## src/rtl/arf_err_stats.sv

```systemverilog
// arf_err_stats: windowed per-channel error mean and variance of approx vs exact ARF outputs
module arf_err_stats #(
  parameter int W     = 16,
  parameter int LOG2N = 8
) (
  input  logic                   clk,
  input  logic                   rst_n,
  input  logic                   start,
  input  logic                   in_valid,
  output logic                   in_ready,
  input  logic [W-1:0]           approx_27,
  input  logic [W-1:0]           approx_28,
  input  logic [W-1:0]           exact_27,
  input  logic [W-1:0]           exact_28,
  output logic                   busy,
  output logic                   done,
  output logic signed [W:0]      mean_27,
  output logic [2*W+1:0]         var_27,
  output logic signed [W:0]      mean_28,
  output logic [2*W+1:0]         var_28,
  output logic [LOG2N:0]         sample_cnt
);
  localparam int SW = W + 1 + LOG2N;
  localparam int QW = 2*W + 2 + LOG2N;
  localparam logic [LOG2N:0] LAST = (LOG2N+1)'((1 << LOG2N) - 1);
  typedef enum logic [2:0] {IDLE, ACCUM, CALC_MEAN, CALC_VAR27, CALC_VAR28, DONE} state_t;
  state_t state, state_nx;
  logic signed [SW-1:0]   sum_27, sum_28;
  logic [QW-1:0]          sumsq_27, sumsq_28;
  logic [2*W+1:0]         sq_27, sq_28, sq_sel;
  logic signed [W:0]      e_27, e_28, sq_in;
  logic signed [2*W+1:0]  e2_27, e2_28, prod;
  logic [2*W+2:0]         diff;
  logic                   accept;
  assign e_27     = {approx_27[W-1], approx_27} - {exact_27[W-1], exact_27};
  assign e_28     = {approx_28[W-1], approx_28} - {exact_28[W-1], exact_28};
  assign e2_27    = e_27 * e_27;
  assign e2_28    = e_28 * e_28;
  assign in_ready = state == ACCUM;
  assign busy     = state inside {ACCUM, CALC_MEAN, CALC_VAR27, CALC_VAR28};
  assign done     = state == DONE;
  assign accept   = in_valid && in_ready;
  // single squarer shared by the two variance cycles
  assign sq_in    = state == CALC_VAR27 ? mean_27 : mean_28;
  assign sq_sel   = state == CALC_VAR27 ? sq_27 : sq_28;
  assign prod     = sq_in * sq_in;
  assign diff     = {1'b0, sq_sel} - {1'b0, prod};
  always_comb begin
    state_nx = state;
    case (state)
      IDLE:       state_nx = start ? ACCUM : IDLE;
      ACCUM:      state_nx = (accept && sample_cnt == LAST) ? CALC_MEAN : ACCUM;
      CALC_MEAN:  state_nx = CALC_VAR27;
      CALC_VAR27: state_nx = CALC_VAR28;
      CALC_VAR28: state_nx = DONE;
      default:    state_nx = IDLE;
    endcase
  end
  always_ff @(posedge clk) begin
    if (!rst_n) begin
      state      <= IDLE;
      sum_27     <= '0;
      sum_28     <= '0;
      sumsq_27   <= '0;
      sumsq_28   <= '0;
      sample_cnt <= '0;
      sq_27      <= '0;
      sq_28      <= '0;
      mean_27    <= '0;
      mean_28    <= '0;
      var_27     <= '0;
      var_28     <= '0;
    end else begin
      state <= state_nx;
      if (state == IDLE && start) begin
        sum_27     <= '0;
        sum_28     <= '0;
        sumsq_27   <= '0;
        sumsq_28   <= '0;
        sample_cnt <= '0;
      end
      if (accept) begin
        sum_27     <= sum_27 + {{LOG2N{e_27[W]}}, e_27};
        sum_28     <= sum_28 + {{LOG2N{e_28[W]}}, e_28};
        sumsq_27   <= sumsq_27 + {{LOG2N{1'b0}}, e2_27};
        sumsq_28   <= sumsq_28 + {{LOG2N{1'b0}}, e2_28};
        sample_cnt <= sample_cnt + 1'b1;
      end
      if (state == CALC_MEAN) begin
        mean_27 <= (W+1)'(sum_27 >>> LOG2N);
        mean_28 <= (W+1)'(sum_28 >>> LOG2N);
        sq_27   <= (2*W+2)'(sumsq_27 >> LOG2N);
        sq_28   <= (2*W+2)'(sumsq_28 >> LOG2N);
      end
      if (state == CALC_VAR27) var_27 <= diff[2*W+2] ? '0 : diff[2*W+1:0];
      if (state == CALC_VAR28) var_28 <= diff[2*W+2] ? '0 : diff[2*W+1:0];
    end
  end
endmodule

```

## config.mk

```make
export PLATFORM = sky130hd
export DESIGN_NAME = arf_err_stats
export DESIGN_NICKNAME = d
export VERILOG_FILES = /design/src/rtl/arf_err_stats.sv
export SDC_FILE = /design/constraint.sdc
export NUM_CORES = 2
export LEC_CHECK = 0
export BUFFER_PORTS_ARGS = -buffer_cell sky130_fd_sc_hd__clkbuf_2
export CORE_MARGIN = 2
export CORE_UTILIZATION = 55
export CTS_BUF_LIST = sky130_fd_sc_hd__clkbuf_4
export DETAILED_ROUTE_END_ITERATION = 16
export GPL_TIMING_DRIVEN = 0
export PLACE_DENSITY = 0.79
export SLEW_MARGIN = 20
export SYNTH_ARGS = -nofsm -noshare
export SYNTH_HDL_FRONTEND = slang
export SYNTH_SLANG_ARGS = --single-unit
```

## constraint.sdc

```tcl
create_clock -name clk -period 28.6 [get_ports clk]
set_clock_uncertainty 0.05 [all_clocks]
set_input_delay 8.58 -clock clk [delete_from_list [all_inputs] [get_ports clk]]
set_output_delay 8.58 -clock clk [all_outputs]
set_load 0.01 [all_outputs]
```

# Word-level counts from Yosys, hierarchy flattened
# Cells that the tools add are included.
# totals
reg_bits,316
in_bits,68
elab_cells,49
output_inout_bits,114
# classes
n_reduce_logical,6
multipliers,3
addsub,8
mux,14
eq_ne,6
# op_table
cell,n
two-way mux 42 bit,3
multiplier 17 x 17 -> 34 bit,3
adder 42 x 34 -> 42 bit,2
two-way mux 25 bit,3
two-way mux 34 bit,2
adder 25 bit,2
subtractor 34 x 34 -> 35 bit,1
subtractor 16 x 16 -> 17 bit,2
two-way mux 9 bit,2
two-way mux 17 bit,1
one-hot mux 3 bit (5 select lines),1
adder 9 x 1 -> 9 bit (second input constant),1
equality test 9 x 8 -> 1 bit (second input constant),1
equality test 3 x 2 -> 1 bit (second input constant),2
equality test 3 bit (second input constant),2
nonzero test 4 bit,1
equality test 3 x 1 -> 1 bit (second input constant),1
logical AND 1 bit,3
logical NOT 3 bit,1
two-way mux 2 bit,1
nonzero test 2 bit,1
two-way mux 1 bit,1

# Logic depth before layout (Yosys ltp)
# depth
ltp_word,5
depth_mapped,44
mapped_depth_nobuf,43

# Worst setup path before layout
# Ideal clock, no wire load.
# synth_timing
path_type,input -> register
start,input port approx_28[0]
end,register sumsq_28[34]
required_ns,28.435
setup_time_ns,0.115
path_buffers,2
arrival_ns,17.629
stages,42
path_slack_ns,10.806
cell_sequence,inv_1 > ha_1 > fa_1 > nor2b_1 > o21ai_0 > a21o_1 > o211ai_1 > and2_1 > nor2_1 > or2_2 > clkbuf_1 > inv_1 > clkbuf_1 > nand2_1 > fa_1 > fa_1 > fa_1 > inv_1 > (+6 left out) > nor3_1 > nor2_1 > a211o_1 > a21oi_1 > o21ai_0 > a31oi_1 > xnor2_1 > ha_1 > and3_1 > nand2_1 > nor4_1 > and3_1 > nor3_2 > o21ai_2 > a21oi_1 > o211ai_1 > a31oi_1 > a21bo_2
# synth_between
elab_chain_len,4
# synth_rtl
element,line,source
start: declaration,12,"input logic [W-1:0] approx_28,"
subtractor 16 x 16 -> 17 bit,36,"assign e_28 = {approx_28[W-1], approx_28} - {exact_28[W-1], exact_28};"
multiplier 17 x 17 -> 34 bit,38,assign e2_28 = e_28 * e_28;
adder 42 x 34 -> 42 bit,86,"sumsq_28 <= sumsq_28 + {{LOG2N{1'b0}}, e2_28};"
two-way mux 42 bit,82,if (accept) begin
end signal: assignment,86,
end: declaration,29,"logic [QW-1:0] sumsq_27, sumsq_28;"
# Every way passes these cells.
# A chain may end at the register's enable or synchronous reset.

# Worst setup path in the final report
# Ends and elaborated chain as after synthesis.

==> flow_summary.ini <==
[detailed_routing]
drcViolationCount = 0
vias = 41700
wl_per_cell_um = 18.9
drt-pass1-iter-count = 6
vias_per_cell = 5.64
ant_nets = 0
routed_wl_um = 140000
drt-initial-drc-count = 3683

[grt]
antenna_found_initial = 3
overflow = 0
grt_pass1_wl_um = 224000
track_usage = 0.311
grt_pass1_vias = 42600
grt_max_degree = 22

[logic_synthesis]
synth_cells = 5882
yosysWarnings = 0
syn_area_um2 = 49300
async_reset_ff_frac = 0
synth_common_cells = 1081 x inv_1, 865 x nand2_1, 814 x fa_1
yosysUniqueCellTypes = 92
synth_top_family_by_area = adder cells
synthAdderAreaFrac = 0.444
synth.top_cell.area_share = 0.331
synth_seq_cells = 316
synth-edff-count = 0
yosysSeqAreaShare = 0.128
synth-compound-area-share = 0.128
muxShareOfSynthArea = 0.00556
syn_nets = 7210
syn_area_per_cell_um2 = 8.38
yosysMostFrequentCell = inv_1
synth_ff_type = dfxtp_1
synth_area_leader_cell = fa_1
synthXorXnorAreaFrac = 0.0466
synth.area.top_cells = fa_1 33%, dfxtp_1 13%, ha_1 11%
synth-simple-area-share = 0.149

[setup_path]
crit_start = approx_28[0]
regToRegEndpoint = var_27[21]
required_ps = 29260
crit_fanout = 10
r2r_start = state[2]
start_kind = input port
cpMostUsedCell = fa_1
cp_slowest_cell = o21ai_0
r2r_slack_ps = 16490
worstSetupPathType = in -> reg
slowest_delay_ps = 700
arrival_ps = 20000
worst-r2r-cell-count = 35
worst_setup_path_end_kind = flop

[cts]
clk-insertion-delay-late_ps = 890
htreeDepth = 3
cts_setup_buffers = 0
path_clk_slew_ps = 70
cts_root_buf = clkbuf_4
cts_buffers = 89
clock_sinks = 316
tritoncts = built
cts_resized = 0
clock_path_buffers = 3
hold_buffers = 0

[placement]
port_buffers = 180
postPlaceCellArea_um2 = 51700
dp_hpwl_um = 118000
finalWeightedCongestion = 1.02

[sta]
slew_headroom = 0.183
setup_viol = 0
clock.fmax_mhz = 51.7
worst_pin_slew_ps = 1220
hold_ws_ps = 364
hold_violations = 0
min_period_ps = 19340
post-route-period-util = 0.676
rsz0062_at_grt = false
final_max_slew_viol_count = 0
tns_ps = 0

[floorplan]
start_util = 0.556
row_count = 109
io_pins = 182
die_area_um2 = 92100
die_w_um = 303
die_h_um = 303
core_area_um2 = 88600

[layout]
drive_above_1_share = 0.0649
fin_area_um2 = 52800
layout.nets = 7481
syn_to_final_growth_pct = 7.16
final_util = 0.596

[min_path]
hp-start = sumsq_27[41]
holdPathStages = 2
min_to = sq_27[33]
hp-class = reg -> reg

[run_status]
status = completed

[job]
cap_violations = 0
registers in the layout, indices dropped and copies added (netlist names):
| register | count |
|---|---|
| mean_27 | 17 |
| mean_28 | 17 |
| sample_cnt | 9 |
| sq_27 | 34 |
| sq_28 | 34 |
| state | 3 |
| sum_27 | 25 |
| sum_28 | 25 |
| sumsq_27 | 42 |
| sumsq_28 | 42 |
| var_27 | 34 |
| var_28 | 34 |
metal layers:
layer / track usage / share of wire / routed length (µm)
met1: 0.407 / 0.40 / 55400
met2: 0.498 / 0.45 / 62800
met3: 0.0765 / 0.11 / 15400
met4: 0.126 / 0.043 / 6060
met5: 0 / 0.00012 / 17
critical path: cells and delay by family:
family,cells,cell delay (ps)
buffers and inverters,8,1330
AOI/OAI and AO/OA,12,3180
xor gates and xnor gates,1,180
and+or+nand+nor,12,2280
adders and majority gates,10,4410
per-stage QoR:
step / setup slack (ps) / cells
6_report: 9260 / 7391
5_1_grt: 8560 / 7389
4_1_cts: 9490 / 7386
3_5_place_dp: 8650 / 7227
3_3_place_gp: 8780 / 7227
2_1_floorplan: 10810 / 5882
kinds of logic after synthesis:
family,count (synthesis)
compound gates,1013
xor+xnor,259
fa+ha+maj,1260
buf+inv,1293
flops,316
mux,27
simple gates,1714
final cells by class:
cell class	instances	area, µm²
fill	7798	35800
clock buffer	124	931
sequential	316	6330
multi-input combinational	4273	38100
clock inverter	35	216
antenna	5	12.5
timing repair buffer	180	901
inverter	1098	4120
buffer	195	756
tap	1165	1460
worst max-delay path by stage:
stage	to	slack [ps]	cells after the start
after detailed placement	sumsq_28[34]	8650	43
after CTS	sumsq_28[34]	9490	43
after floorplan	sumsq_28[34]	10810	42
after global placement	sumsq_28[34]	8780	43
final	sumsq_28[34]	9260	43
after global routing	sumsq_28[34]	8560	41
placed cells by master (no fill, tap or decap), drive strengths merged, types with 11 or more instances in the layout:
master	synthesis	final
a211o	11	11
a211oi	22	22
a21boi	18	18
a21o	121	121
a21oi	421	421
a31o	11	11
a31oi	28	28
and2	30	30
and3	37	37
buf	35	35
clkbuf	160	464
clkinv	10	40
dfxtp	316	316
fa	814	814
ha	446	446
inv	1088	1091
mux2i	24	24
nand2	865	865
nand2b	40	40
nand3	160	160
nand4	19	19
nor2	411	411
nor2b	32	32
nor3	54	54
o211ai	28	28
o21a	49	49
o21ai	195	195
o21bai	22	22
o31ai	19	19
or2	13	13
or3	14	14
xnor2	160	160
xor2	99	99
Power is not shown: default switching activity piles up to over one toggle a cycle in this logic, so the estimate is an artifact.
